`src/rtl/acq_sweep_sequencer_if.sv`:
```
// Purpose : control/status bundle between the register block (master) and the
//           acquisition sweep sequencer (slave).
// Latency : wires only; no storage.
// Backpressure: none; start/abort/trigger are level-sampled by the sequencer.
// Ports   : start, abort, trigger, count_max, n_sweeps, decim (only when
//           ACQ_SEQ_DECIM_EN is defined) -> sequencer;
//           address, wen, first, armed, busy, done, sweeps_done <- sequencer.
interface acq_sweep_sequencer_if #(
    parameter int COUNT_WIDTH = 13,
    parameter int SWEEP_WIDTH = 16
`ifdef ACQ_SEQ_DECIM_EN
    ,
    parameter int DECIM_WIDTH = 8
`endif
);
    logic                   start;
    logic                   abort;
    logic                   trigger;
    logic [COUNT_WIDTH-1:0] count_max;
    logic [SWEEP_WIDTH-1:0] n_sweeps;
`ifdef ACQ_SEQ_DECIM_EN
    logic [DECIM_WIDTH-1:0] decim;
`endif
    logic [COUNT_WIDTH+1:0] address;
    logic                   wen;
    logic                   first;
    logic                   armed;
    logic                   busy;
    logic                   done;
    logic [SWEEP_WIDTH-1:0] sweeps_done;

    modport master (
`ifdef ACQ_SEQ_DECIM_EN
        output decim,
`endif
        output start, abort, trigger, count_max, n_sweeps,
        input  address, wen, first, armed, busy, done, sweeps_done
    );

    modport slave (
`ifdef ACQ_SEQ_DECIM_EN
        input  decim,
`endif
        input  start, abort, trigger, count_max, n_sweeps,
        output address, wen, first, armed, busy, done, sweeps_done
    );
endinterface

```
`src/rtl/acq_sweep_sequencer.sv`:
```
// Purpose : arm on start, wait for trigger, sweep word addresses 0..count_max
//           (as byte addresses) with write enable, repeated for n_sweeps sweeps.
// Latency : all outputs registered; first sample is visible the cycle after the
//           trigger is sampled.
// Backpressure: none; abort wins over everything, start is honoured in IDLE only.
// Optional : define ACQ_SEQ_DECIM_EN to add the decim input and a prescaler that
//            holds each address for decim+1 cycles, sampling on the last one.
// Ports   : clk, resetn (async active-low), sif (slave side of
//           acq_sweep_sequencer_if: control/config in, address/status out).
module acq_sweep_sequencer #(
    parameter int COUNT_WIDTH = 13,
    parameter int SWEEP_WIDTH = 16
`ifdef ACQ_SEQ_DECIM_EN
    ,
    parameter int DECIM_WIDTH = 8
`endif
) (
    input  logic                  clk,
    input  logic                  resetn,
    acq_sweep_sequencer_if.slave  sif
);
    typedef enum logic [1:0] {
        S_IDLE  = 2'd0,
        S_ARMED = 2'd1,
        S_SWEEP = 2'd2
    } state_t;

    state_t                 state_q;
    logic [COUNT_WIDTH-1:0] count_q;
    logic                   wen_q;
    logic                   first_q;
    logic                   armed_q;
    logic                   busy_q;
    logic                   done_q;
    logic [SWEEP_WIDTH-1:0] sweeps_q;
    logic [COUNT_WIDTH-1:0] cmax_q;
    logic [SWEEP_WIDTH-1:0] nsw_q;

    logic                   sample;
    logic                   last_sample;
    logic                   final_sweep;
    logic [SWEEP_WIDTH-1:0] sweeps_inc;
    logic                   wen_on_entry;

`ifdef ACQ_SEQ_DECIM_EN
    logic [DECIM_WIDTH-1:0] decim_q;
    logic [DECIM_WIDTH-1:0] presc_q;
    logic [DECIM_WIDTH-1:0] presc_nxt;

    assign presc_nxt    = presc_q + 1'b1;
    assign sample       = (state_q == S_SWEEP) && (presc_q == decim_q);
    // A fresh address starts with prescaler 0, so it is sampled at once only
    // when no decimation is configured.
    assign wen_on_entry = (decim_q == '0);
`else
    assign sample       = (state_q == S_SWEEP);
    assign wen_on_entry = 1'b1;
`endif

    assign last_sample = sample && (count_q == cmax_q);
    // Widened by one bit so the compare cannot alias through a wrap.
    assign final_sweep = (({1'b0, sweeps_q} + 1'b1) == {1'b0, nsw_q});
    assign sweeps_inc  = (&sweeps_q) ? sweeps_q : sweeps_q + 1'b1;

    always_ff @(posedge clk or negedge resetn) begin
        if (!resetn) begin
            state_q  <= S_IDLE;
            count_q  <= '0;
            wen_q    <= 1'b0;
            first_q  <= 1'b0;
            armed_q  <= 1'b0;
            busy_q   <= 1'b0;
            done_q   <= 1'b0;
            sweeps_q <= '0;
            cmax_q   <= '0;
            nsw_q    <= '0;
`ifdef ACQ_SEQ_DECIM_EN
            decim_q  <= '0;
            presc_q  <= '0;
`endif
        end else begin
            done_q <= 1'b0;
            if (sif.abort) begin
                // sweeps_done is left alone so software can see how far it got.
                state_q <= S_IDLE;
                count_q <= '0;
                wen_q   <= 1'b0;
                first_q <= 1'b0;
                armed_q <= 1'b0;
                busy_q  <= 1'b0;
`ifdef ACQ_SEQ_DECIM_EN
                presc_q <= '0;
`endif
            end else begin
                case (state_q)
                    S_IDLE: begin
                        if (sif.start) begin
                            cmax_q   <= sif.count_max;
                            nsw_q    <= (sif.n_sweeps == '0) ? SWEEP_WIDTH'(1) : sif.n_sweeps;
`ifdef ACQ_SEQ_DECIM_EN
                            decim_q  <= sif.decim;
`endif
                            sweeps_q <= '0;
                            first_q  <= 1'b1;
                            armed_q  <= 1'b1;
                            busy_q   <= 1'b1;
                            state_q  <= S_ARMED;
                        end
                    end
                    S_ARMED: begin
                        if (sif.trigger) begin
                            state_q <= S_SWEEP;
                            count_q <= '0;
                            armed_q <= 1'b0;
                            wen_q   <= wen_on_entry;
`ifdef ACQ_SEQ_DECIM_EN
                            presc_q <= '0;
`endif
                        end
                    end
                    S_SWEEP: begin
                        if (last_sample) begin
                            sweeps_q <= sweeps_inc;
                            count_q  <= '0;
                            wen_q    <= 1'b0;
                            first_q  <= 1'b0;
`ifdef ACQ_SEQ_DECIM_EN
                            presc_q  <= '0;
`endif
                            if (final_sweep) begin
                                state_q <= S_IDLE;
                                done_q  <= 1'b1;
                                busy_q  <= 1'b0;
                            end else begin
                                state_q <= S_ARMED;
                                armed_q <= 1'b1;
                            end
                        end else if (sample) begin
                            count_q <= count_q + 1'b1;
                            wen_q   <= wen_on_entry;
`ifdef ACQ_SEQ_DECIM_EN
                            presc_q <= '0;
`endif
                        end
`ifdef ACQ_SEQ_DECIM_EN
                        else begin
                            // Holding the current address; sample on its last cycle.
                            presc_q <= presc_nxt;
                            wen_q   <= (presc_nxt == decim_q);
                        end
`endif
                    end
                    default: begin
                        state_q <= S_IDLE;
                        wen_q   <= 1'b0;
                        armed_q <= 1'b0;
                        busy_q  <= 1'b0;
                    end
                endcase
            end
        end
    end

    assign sif.address     = {count_q, 2'b00};
    assign sif.wen         = wen_q;
    assign sif.first       = first_q;
    assign sif.armed       = armed_q;
    assign sif.busy        = busy_q;
    assign sif.done        = done_q;
    assign sif.sweeps_done = sweeps_q;

endmodule

```
`src/flat_wrapper.sv`:
```
// flat-port wrapper written by rule: the top's interface ports become plain ports
module acq_sweep_sequencer_flat 
#(
    parameter int COUNT_WIDTH = 13,
    parameter int SWEEP_WIDTH = 16

)
  (clk, resetn, sif_start, sif_abort, sif_trigger, sif_count_max, sif_n_sweeps, sif_address, sif_wen, sif_first, sif_armed, sif_busy, sif_done, sif_sweeps_done);
  acq_sweep_sequencer_if #(.COUNT_WIDTH(COUNT_WIDTH), .SWEEP_WIDTH(SWEEP_WIDTH)) sif_i ();
  input  logic clk;
  input  logic resetn;
  input wire logic [$bits(sif_i.start)-1:0] sif_start;
  input wire logic [$bits(sif_i.abort)-1:0] sif_abort;
  input wire logic [$bits(sif_i.trigger)-1:0] sif_trigger;
  input wire logic [$bits(sif_i.count_max)-1:0] sif_count_max;
  input wire logic [$bits(sif_i.n_sweeps)-1:0] sif_n_sweeps;
  output wire logic [$bits(sif_i.address)-1:0] sif_address;
  output wire logic [$bits(sif_i.wen)-1:0] sif_wen;
  output wire logic [$bits(sif_i.first)-1:0] sif_first;
  output wire logic [$bits(sif_i.armed)-1:0] sif_armed;
  output wire logic [$bits(sif_i.busy)-1:0] sif_busy;
  output wire logic [$bits(sif_i.done)-1:0] sif_done;
  output wire logic [$bits(sif_i.sweeps_done)-1:0] sif_sweeps_done;
  assign sif_i.start = sif_start;
  assign sif_i.abort = sif_abort;
  assign sif_i.trigger = sif_trigger;
  assign sif_i.count_max = sif_count_max;
  assign sif_i.n_sweeps = sif_n_sweeps;
  assign sif_address = sif_i.address;
  assign sif_wen = sif_i.wen;
  assign sif_first = sif_i.first;
  assign sif_armed = sif_i.armed;
  assign sif_busy = sif_i.busy;
  assign sif_done = sif_i.done;
  assign sif_sweeps_done = sif_i.sweeps_done;
  acq_sweep_sequencer #(.COUNT_WIDTH(COUNT_WIDTH), .SWEEP_WIDTH(SWEEP_WIDTH)) u_core (.clk(clk), .resetn(resetn), .sif(sif_i));
endmodule
```
`config.mk`:
```
export PLATFORM = sky130hd
export DESIGN_NAME = acq_sweep_sequencer_flat
export DESIGN_NICKNAME = d
export VERILOG_FILES = /design/src/rtl/acq_sweep_sequencer_if.sv /design/src/rtl/acq_sweep_sequencer.sv /design/src/flat_wrapper.sv
export SDC_FILE = /design/constraint.sdc
export NUM_CORES = 1
export LEC_CHECK = 0
export CORE_UTILIZATION = 40
export CTS_CLUSTER_SIZE = 28
export DETAILED_ROUTE_END_ITERATION = 16
export HOLD_SLACK_MARGIN = 0.06
export PLACE_DENSITY = 0.72
export SLEW_MARGIN = 15
export SYNTH_ARGS = -nofsm -noshare
export SYNTH_HDL_FRONTEND = slang
export SYNTH_SLANG_ARGS = --single-unit
```
`constraint.sdc`:
```
create_clock -name clk -period 5.2 [get_ports clk]
set_clock_uncertainty 0.1 [all_clocks]
set_input_delay 1.04 -clock clk [delete_from_list [all_inputs] [get_ports clk]]
set_output_delay 1.04 -clock clk [all_outputs]
set_load 0.005 [all_outputs]
```
# [Yosys cells after proc, flatten, opt, wreduce, memory -nomap -nowiden]
# Index checks and enable logic that the tools add are counted.
[op_classes] n_addsub=3 eq_ne=14 mux=36 n_bitwise=1 reduce_logical=15
[ops] operator="$mux 16" count=4
[ops] operator="$mux 13" count=3
[ops] operator="$pmux 16 s2" count=1
[ops] operator="$pmux 13 s2" count=1
[ops] operator="$mux 1" count=18
[ops] operator="$add 16x1->17 const B" count=1
[ops] operator="$eq 17x16->1" count=1
[ops] operator="$add 16x1->16 const B" count=1
[ops] operator="$logic_not 16->1" count=1
[ops] operator="$reduce_and 16->1" count=1
[ops] operator="$ne 3x3->1 const B" count=5
[ops] operator="$add 13x1->13 const B" count=1
[ops] operator="$eq 13x13->1" count=1
[ops] operator="$ne 2x2->1 const B" count=5
[ops] operator="$pmux 1 s3" count=3
[ops] operator="$reduce_and 3->1" count=3
[ops] operator="$mux 2" count=4
[ops] operator="$reduce_and 4->1" count=2
[ops] operator="$pmux 2 s3" count=1
[ops] operator="$reduce_bool 3->1" count=2
[ops] operator="$reduce_and 5->1" count=1
[ops] operator="$reduce_and 2->1" count=2
[ops] operator="$eq 2x1->1 const B" count=1
[ops] operator="$eq 2x2->1 const B" count=1
[ops] operator="other kinds (5)" count=5
[totals] regBits=65 in_bits=34 out_inout_bits=36 wordCells=79

# [Depth between registers and ports, before layout]
# Gate-level depths: netlist (run 1).
[logic_depth] depth_word=6 ltp_mapped=11 depth_no_buf=9

# [Worst setup path before layout (run 1)]
# OpenSTA, ideal clock, no wires.
[synth_timing] path_kind="register -> register" start="register u_core.sweeps_q[0], in the netlist u_core.sif.sweeps_done[0]" end="register u_core.armed_q, in the netlist u_core.sif.armed" setup_time_ns=0.123 arrival_ns=2.249 t_required_ns=4.977 setup_slack_ns=2.728 path_stages_with_launch=10 synth_period_minus_slack_ns=2.472 cell_sequence="dfrtp_1 > ha_1 > nand3_4 > or2_1 > or3_1 > xnor2_1 > nand4_1 > nor3_1 > a21boi_1 > o2bb2a_2"
[synth_via] elab_chain_len=4
[synth_lines] element="from (decl)" line_no="acq_sweep_sequencer.sv:35" text="logic [SWEEP_WIDTH-1:0] sweeps_q;"
[synth_lines] element="from (signal assigned)" line_no="acq_sweep_sequencer.sv:123" text="sweeps_q <= sweeps_inc;"
[synth_lines] element="$add 16x1->17" line_no="acq_sweep_sequencer.sv:62" text="assign final_sweep = (({1'b0, sweeps_q} + 1'b1) == {1'b0, nsw_q});"
[synth_lines] element="$eq 17x16->1" line_no="acq_sweep_sequencer.sv:62"
[synth_lines] element="$ne 3x3->1 (no line)"
[synth_lines] element="$reduce_and 4->1 (no line)"
[synth_lines] element="to (signal assigned)" line_no="acq_sweep_sequencer.sv:71" text="armed_q <= 1'b0;"
[synth_lines] element="to (signal assigned)" line_no="acq_sweep_sequencer.sv:89" text="armed_q <= 1'b0;"
[synth_lines] element="to (signal assigned)" line_no="acq_sweep_sequencer.sv:105" text="armed_q <= 1'b1;"
[synth_lines] element="to (decl)" line_no="acq_sweep_sequencer.sv:32" text="logic armed_q;"
# No other way between the ends.
# A chain may end at the register's enable or synchronous reset.

# [Worst setup path in the final report (run 1)]
[layout_timing] start="input sif_abort" end="register u_core.sweeps_q[6], in the netlist u_core.sif.sweeps_done[6]"
[layout_via] elab_chain_len=2
[layout_lines] element="from (decl)" line_no="flat_wrapper.sv:13" text="input wire logic [$bits(sif_i.abort)-1:0] sif_abort;"
[layout_lines] element="$not 1->1 (no line)"
[layout_lines] element="$reduce_and 5->1 (no line)"
# No other way between the ends.

==> flow_summary_export.csv, run 1 <==
group,metric,value,unit
outcome,status,"complete, but fails checks",
outcome,failed_checks,"DRC",
route,drc_errors,10,
route,dr.pass1.iters,10,
layout,seqCellArea,1630,sq um
logic_synthesis,syn-cell-area,3670,sq um
clocking,htreeDepth,3,
layout,final_cells,553,
sta,tns,0,ps
clocking,clk_latency,360,ps
worst_setup_path,rr_worst_depth,7,
clocking,clk_pin_slew,70,ps
min_path,hold_class,"register to register",
pwr,leakage,1.95,nW
logic_synthesis,yosysMostFrequentCell,"dfrtp_1",
worst_setup_path,crit_path_max_incr_delay,630,ps
worst_setup_path,critPathKind,"input pin to register",
layout,diodes,0,
floorplan,io_pins,70,
worst_setup_path,reg2reg_from,"u_core.count_q[9]",
sta,drv_slew,0,
worst_setup_path,path_cells,"clkdlybuf4s50_1 > o21bai_1 > and3b_1 > nand2_1 > o41ai_1",
worst_setup_path,critPathArrivalTime,3350,ps
floorplan,die_height,97.7,um
clocking,ctsLongestPathBuffers,2,
place,placed_cells,537,
sta,finalSetupViolations,0,
route,routed_wl,8870,um
floorplan,core_area,8810,sq um
sta,fmax,0.310,GHz
clocking,post_cts_resize_count,0,
route,viasPerCell,5.52,
sta,fin_crit_sh,62.0,%
logic_synthesis,synth-async-reset-ratio,100,%
worst_setup_path,reg2reg_to,"u_core.sif.sweeps_done[6]",
worst_setup_path,endpoint_kind,"register",
floorplan,die_area,9550,sq um
worst_setup_path,crit_buf_inv,1,
worst_setup_path,startpoint,"sif_abort",
layout,fin_nets,481,
worst_setup_path,startpoint_type,"input pin",
layout,fillers,769,
logic_synthesis,synth_edf_count,0,
clocking,cts_tree,"done",
floorplan,start_util,41.6,%
place,hpwl,6490,um
route,vias,3051,
worst_setup_path,required,5320,ps
clocking,post_cts_buffers,0,
pwr,peakVddDrop,215,uV
sta,tightest_slew,829,ps
logic_synthesis,synth_ff_type,"dfrtp_1",
logic_synthesis,synth_area_leader_cell,"dfrtp_1",
logic_synthesis,synth.ff_latch_count,65,
place,portBuffers,67,
sta,layout_min_cycle_time,3230,ps
floorplan,rows,34,
logic_synthesis,synth_area_leaders,"dfrtp_1 (44%), mux2_2 (8.6%), xor2_1 (6.2%)",
sta,hold_violations,0,
sta,rsz0062_at_grt,"no",
layout,drive_above_1_share,11.9,%
sta,hold_slack,428,ps
global_route,grt_pass1_vias,2969,
logic_synthesis,synth.distinct_cells,53,
worst_setup_path,cp_slowest_cell,"and3b_1",
route,drtAntennaViolNets,0,
logic_synthesis,synth_top_cells_by_count,"dfrtp_1 (65), nand2_1 (47), o21ai_0 (33)",
logic_synthesis,syn-instance-count,378,
global_route,antenna_found_initial,0,
logic_synthesis,ys_seq_area_share,44.4,%
job,cap_viol_max_count,0,
place,gp_congestion,0.871,
worst_setup_path,cp-endpoint,"u_core.sif.sweeps_done[6]",
global_route,gr-total-overflow,0,
logic_synthesis,synth_area_per_cell,9.70,sq um
clocking,ctsHoldBuffers,0,
clocking,cts-root-buf,"clkbuf_8",
layout,multiInputGateArea,1920,sq um
worst_setup_path,cp_max_fo,19,
clocking,numCtsBuffers,9,
layout,area_growth,26.9,%
sta,slew_headroom,44.7,%
floorplan,die_width,97.7,um
global_route,grt_first_pass_wirelength,14700,um
logic_synthesis,synth_warnings,0,
route,dr.first_iter.drc_count,139,
global_route,grt_max_degree,66,
worst_setup_path,r2r_setup_slack,2110,ps
pwr,power_density,413,nW/um^2
global_route,track_usage,19.6,%
worst_setup_path,cp_num_cells,5,
worst_setup_path,crit_family,"simple AND/OR/NAND/NOR gates",
clocking,cts_sinks,65,
route,wl_per_cell,16.0,um
logic_synthesis,yosys.area.top_type_share,44.4,%
layout,postLayoutCoreUtil,52.8,%
==> worst min path at each step <==
stage	startpoint	end	slack [ps]	cells past startpoint
2_1_floorplan	u_core.nsw_q[0]	u_core.nsw_q[0]	370	2
3_3_place_gp	u_core.nsw_q[0]	u_core.nsw_q[0]	400	2
3_5_place_dp	u_core.nsw_q[0]	u_core.nsw_q[0]	410	2
4_1_cts	u_core.cmax_q[3]	u_core.cmax_q[3]	430	1
5_1_grt	u_core.nsw_q[1]	u_core.nsw_q[1]	450	1
6_report	u_core.cmax_q[3]	u_core.cmax_q[3]	430	1
==> worst register-to-register path: stages, from the launching register on <==
cell     delay, ps
dfrtp_1        450
xor2_1         190
nor4_1         330
nand4_1        250
o21ai_0        220
and3b_1        570
nand2_1        440
o41ai_1        400
==> kinds of logic (layout without fill, tap and decap cells) <==
| logic type | Yosys count | count (layout) | synth area share [%] |
|---|---|---|---|
| AND/OR/NAND/NOR | 128 | 128 | 17.7 |
| multiplexers | 32 | 32 | 9.69 |
| adder cells (fa/ha/maj) | 7 | 7 | 2.39 |
| other | 1 | 2 | 0.102 |
| XOR/XNOR | 38 | 38 | 9.08 |
| flip-flops | 65 | 65 | 44.4 |
| buffers and inverters | 30 | 96 | 3.45 |
| AO/OA/AOI/OAI | 77 | 77 | 13.2 |
==> state kept, by name, summed over array words and instances, names as in the netlist <==
register	cells
u_core.cmax_q	13
u_core.count_q	13
u_core.nsw_q	16
u_core.sif.armed	1
u_core.sif.busy	1
u_core.sif.done	1
u_core.sif.first	1
u_core.sif.sweeps_done	16
u_core.sif.wen	1
u_core.state_q	2
==> cell type report <==
| cell class | instances | area share, % |
|---|---|---|
| tap | 108 | 2.90 |
| clock buffer | 10 | 2.96 |
| clock inverter | 6 | 2.47 |
| sequential | 65 | 35.0 |
| timing repair buffer | 69 | 14.6 |
| inverter | 11 | 0.887 |
| multi-input combinational | 284 | 41.2 |
==> cells in the final DEF, fill, tap and decap left out, types with 4 or more instances in the layout <==
master,synthesis,routed
a21oi_1,9,9
nor3_1,5,5
xor2_1,26,26
inv_1,11,11
and3_1,8,8
nand3_1,11,11
xnor2_1,12,12
ha_1,7,7
or3_1,4,4
nand2_1,47,47
o31ai_1,13,13
nand4_1,9,9
nor2_1,19,19
clkbuf_8,0,10
nor2b_1,4,4
o21ai_0,33,33
nor4_1,5,5
mux2_2,28,28
clkdlybuf4s50_1,0,66
dfrtp_1,65,65
mux2i_1,4,4
==> where the power goes <==
| part | leakage, nW | internal [W] | switching (W) |
|---|---|---|---|
| clock network | 0.123 | 0.000333 | 0.000206 |
| logic | 0.987 | 0.000314 | 0.000289 |
| registers | 0.840 | 0.000645 | 0.000133 |
==> stage by stage <==
stage	power, W	area [sq um]	worst slack, ps
after global routing	0.00204	4650	1750
after floorplan	0.00119	3670	2730
after global placement	0.00136	4400	1780
after CTS	0.00193	4650	1980
after detailed placement	0.00139	4400	1680
final	0.00192	4650	1970
==> metal layers <==
| metal | global-route usage, % | vias up | share of wire, % |
|---|---|---|---|
| li1 | - | 1463 | - |
| met1 | 26.7 | 1461 | 46 |
| met2 | 30.1 | 105 | 46 |
| met3 | 3.65 | 22 | 5.2 |
| met4 | 9.67 | 0 | 2.8 |
| met5 | 0 | - | 0 |
Note: power is estimated with default switching activity, not from simulation.
==> inputs of run 2 (changes only) <==
PLACE_DENSITY = 0.75   (was 0.72)
clock period = 2.9 ns   (was 5.2 ns; I/O delays follow)
==> run 2 against run 1 <==
Compared with the run above:
- setup slack got worse by 1800 ps
- clock power up 60%
- final cell count up 1.1%
- cell area increased by 0.48%
- die area unchanged
- core utilization increased by 0.26 points
- highest routed layer unchanged
- count of clock-buffer cells in the layout stayed put
- the run still ends with DRC left
- total power up 77%
- register-to-register slack lost 1900 ps
- wire length increased by 4.5%
- flip-flop and latch count is the same
- largest power group unchanged
- global-route usage up 1.2 points
==> flow_summary_export.csv, run 2 (synthesis gave the netlist of run 1 again) <==
group,metric,value,unit
place,gp_congestion,0.938,
pwr,peakVddDrop,375,uV
global_route,grt_max_degree,36,
outcome,status,"complete, but fails checks",
job,cap_viol_max_count,0,
sta,drv_slew,0,
floorplan,die_area,9550,sq um
route,dr.pass1.iters,11,
route,drtAntennaViolNets,0,
place,hpwl,6740,um
worst_setup_path,crit_path_max_incr_delay,430,ps
layout,layout_common_cells,"clkdlybuf4s50_1 (66), dfrtp_1 (65), nand2_1 (47), o21ai_0 (33), mux2_2 (28)",
route,dr.first_iter.drc_count,182,
route,drc_errors,8,
route,routed_wl,9270,um
worst_setup_path,startpoint_type,"register",
outcome,failed_checks,"DRC",
floorplan,die_height,97.7,um
route,viasPerCell,5.59,
pwr,leakage,1.97,nW
sta,fin_crit_sh,93.1,%
sta,tns,0,ps
global_route,antenna_found_initial,0,
sta,fmax,0.370,GHz
route,wl_per_cell,16.6,um
floorplan,start_util,41.6,%
floorplan,core_area,8810,sq um
layout,layout_commonest_cell,"clkdlybuf4s50_1",
worst_setup_path,path_cells,"ha_1 > nand3_4 > or2_1 > or3_1 > xnor2_1 > nand4_1 > nor3_1 > a21boi_1 > o2bb2a_2",
clocking,cts_tree,"done",
clocking,htreeDepth,3,
clocking,cts_sinks,65,
sta,hold_violations,0,
worst_setup_path,critPathKind,"register to register",
floorplan,rows,34,
layout,final_area,4680,sq um
pwr,power_density,727,nW/um^2
worst_setup_path,rr_worst_depth,9,
clocking,ctsHoldBuffers,0,
layout,fin_nets,487,
floorplan,io_pins,70,
worst_setup_path,endpoint_kind,"register",
sta,tightest_slew,742,ps
place,placed_cell_area,4460,sq um
route,vias,3126,
worst_setup_path,cp_slowest_cell,"dfrtp_1",
clocking,ctsLongestPathBuffers,2,
clocking,post_cts_buffers,0,
global_route,gr-total-overflow,0,
sta,layout_min_cycle_time,2700,ps
clocking,clk_latency,350,ps
global_route,track_usage,20.8,%
min_path,hold_class,"input pin to asynchronous set/reset pin",
layout,drive_above_1_share,12.9,%
clocking,clk_pin_slew,80,ps
clocking,cts-root-buf,"clkbuf_8",
worst_setup_path,cp_max_fo,7,
worst_setup_path,required,3040,ps
global_route,grt_first_pass_wirelength,15500,um
layout,diodes,0,
global_route,grt_pass1_vias,3083,
sta,rsz0062_at_grt,"no",
clocking,post_cts_resize_count,0,
place,portBuffers,67,
worst_setup_path,critPathArrivalTime,2840,ps
sta,slew_headroom,50.5,%
sta,finalSetupViolations,0,
floorplan,die_width,97.7,um
layout,area_growth,27.5,%
clocking,numCtsBuffers,9,
-- run 2: cell types whose count changed in the layout (fill, tap and decap cells not counted) --
cell	change
buf_4	+5
buf_12	+1
bufinv_16	-1
clkbuf_1	+1
clkbuf_8	-1
clkinv_2	+1
clkinv_4	-1
inv_6	+1
-- run 2: metal layers --
layer  global-route usage [%]  share of wire, %
met5                        0                 0
met4                     5.24               1.3
met3                     4.94               5.3
met2                     34.3                49
met1                     27.5                45
-- run 2: path summary, 6_finish.rpt --
path	slack, ps	from	end
max reg2reg	200	u_core.sif.sweeps_done[1]	u_core.sif.armed
max in group asynchronous	1850	resetn	u_core.sif.done
max	200	u_core.sif.sweeps_done[1]	u_core.sif.armed
min in group clk	430	u_core.nsw_q[11]	u_core.nsw_q[11]
min	190	resetn	u_core.sif.sweeps_done[0]
min reg2reg	430	u_core.nsw_q[11]	u_core.nsw_q[11]
-- run 2: through the flow --
step                setup WS, ps  power, W  std cells  hold WS, ps  utilization (%)
floorplan                    428   0.00213        379          184                -
global placement             356   0.00249        543          410             50.6
detailed placement           268   0.00253        543          418             50.6
CTS                          199   0.00341        559          216             53.1
global route                46.7   0.00361        559          240             53.1
finish                       200   0.00340        559          194             53.1
-- run 2: report_power, final --
part / total, W / switching, W / internal (W)
Combinational: 0.00113 / 0.000547 / 0.000587
Clock: 0.000864 / 0.000376 / 0.000487
Sequential: 0.00140 / 0.000247 / 0.00116
Total: 0.00340 / 0.00117 / 0.00223
-- run 2: worst max-delay path, delay by kind of cell (launching register included) --
kind,cells,cell delay (ps)
and+or+nand+nor,5,1200
xor gates and xnor gates,1,190
adders and majority gates,1,300
AOI/OAI and AO/OA,2,360
DFF,1,430
-- run 2: final cells by class --
type	count	area (sq um)
fillers	784	4130
repair buffers	75	738
inverters	11	41.3
flip-flops and latches	65	1630
well taps	108	135
clock buffers	10	128
clock inverters	6	90.1
multi-input cells	284	1920
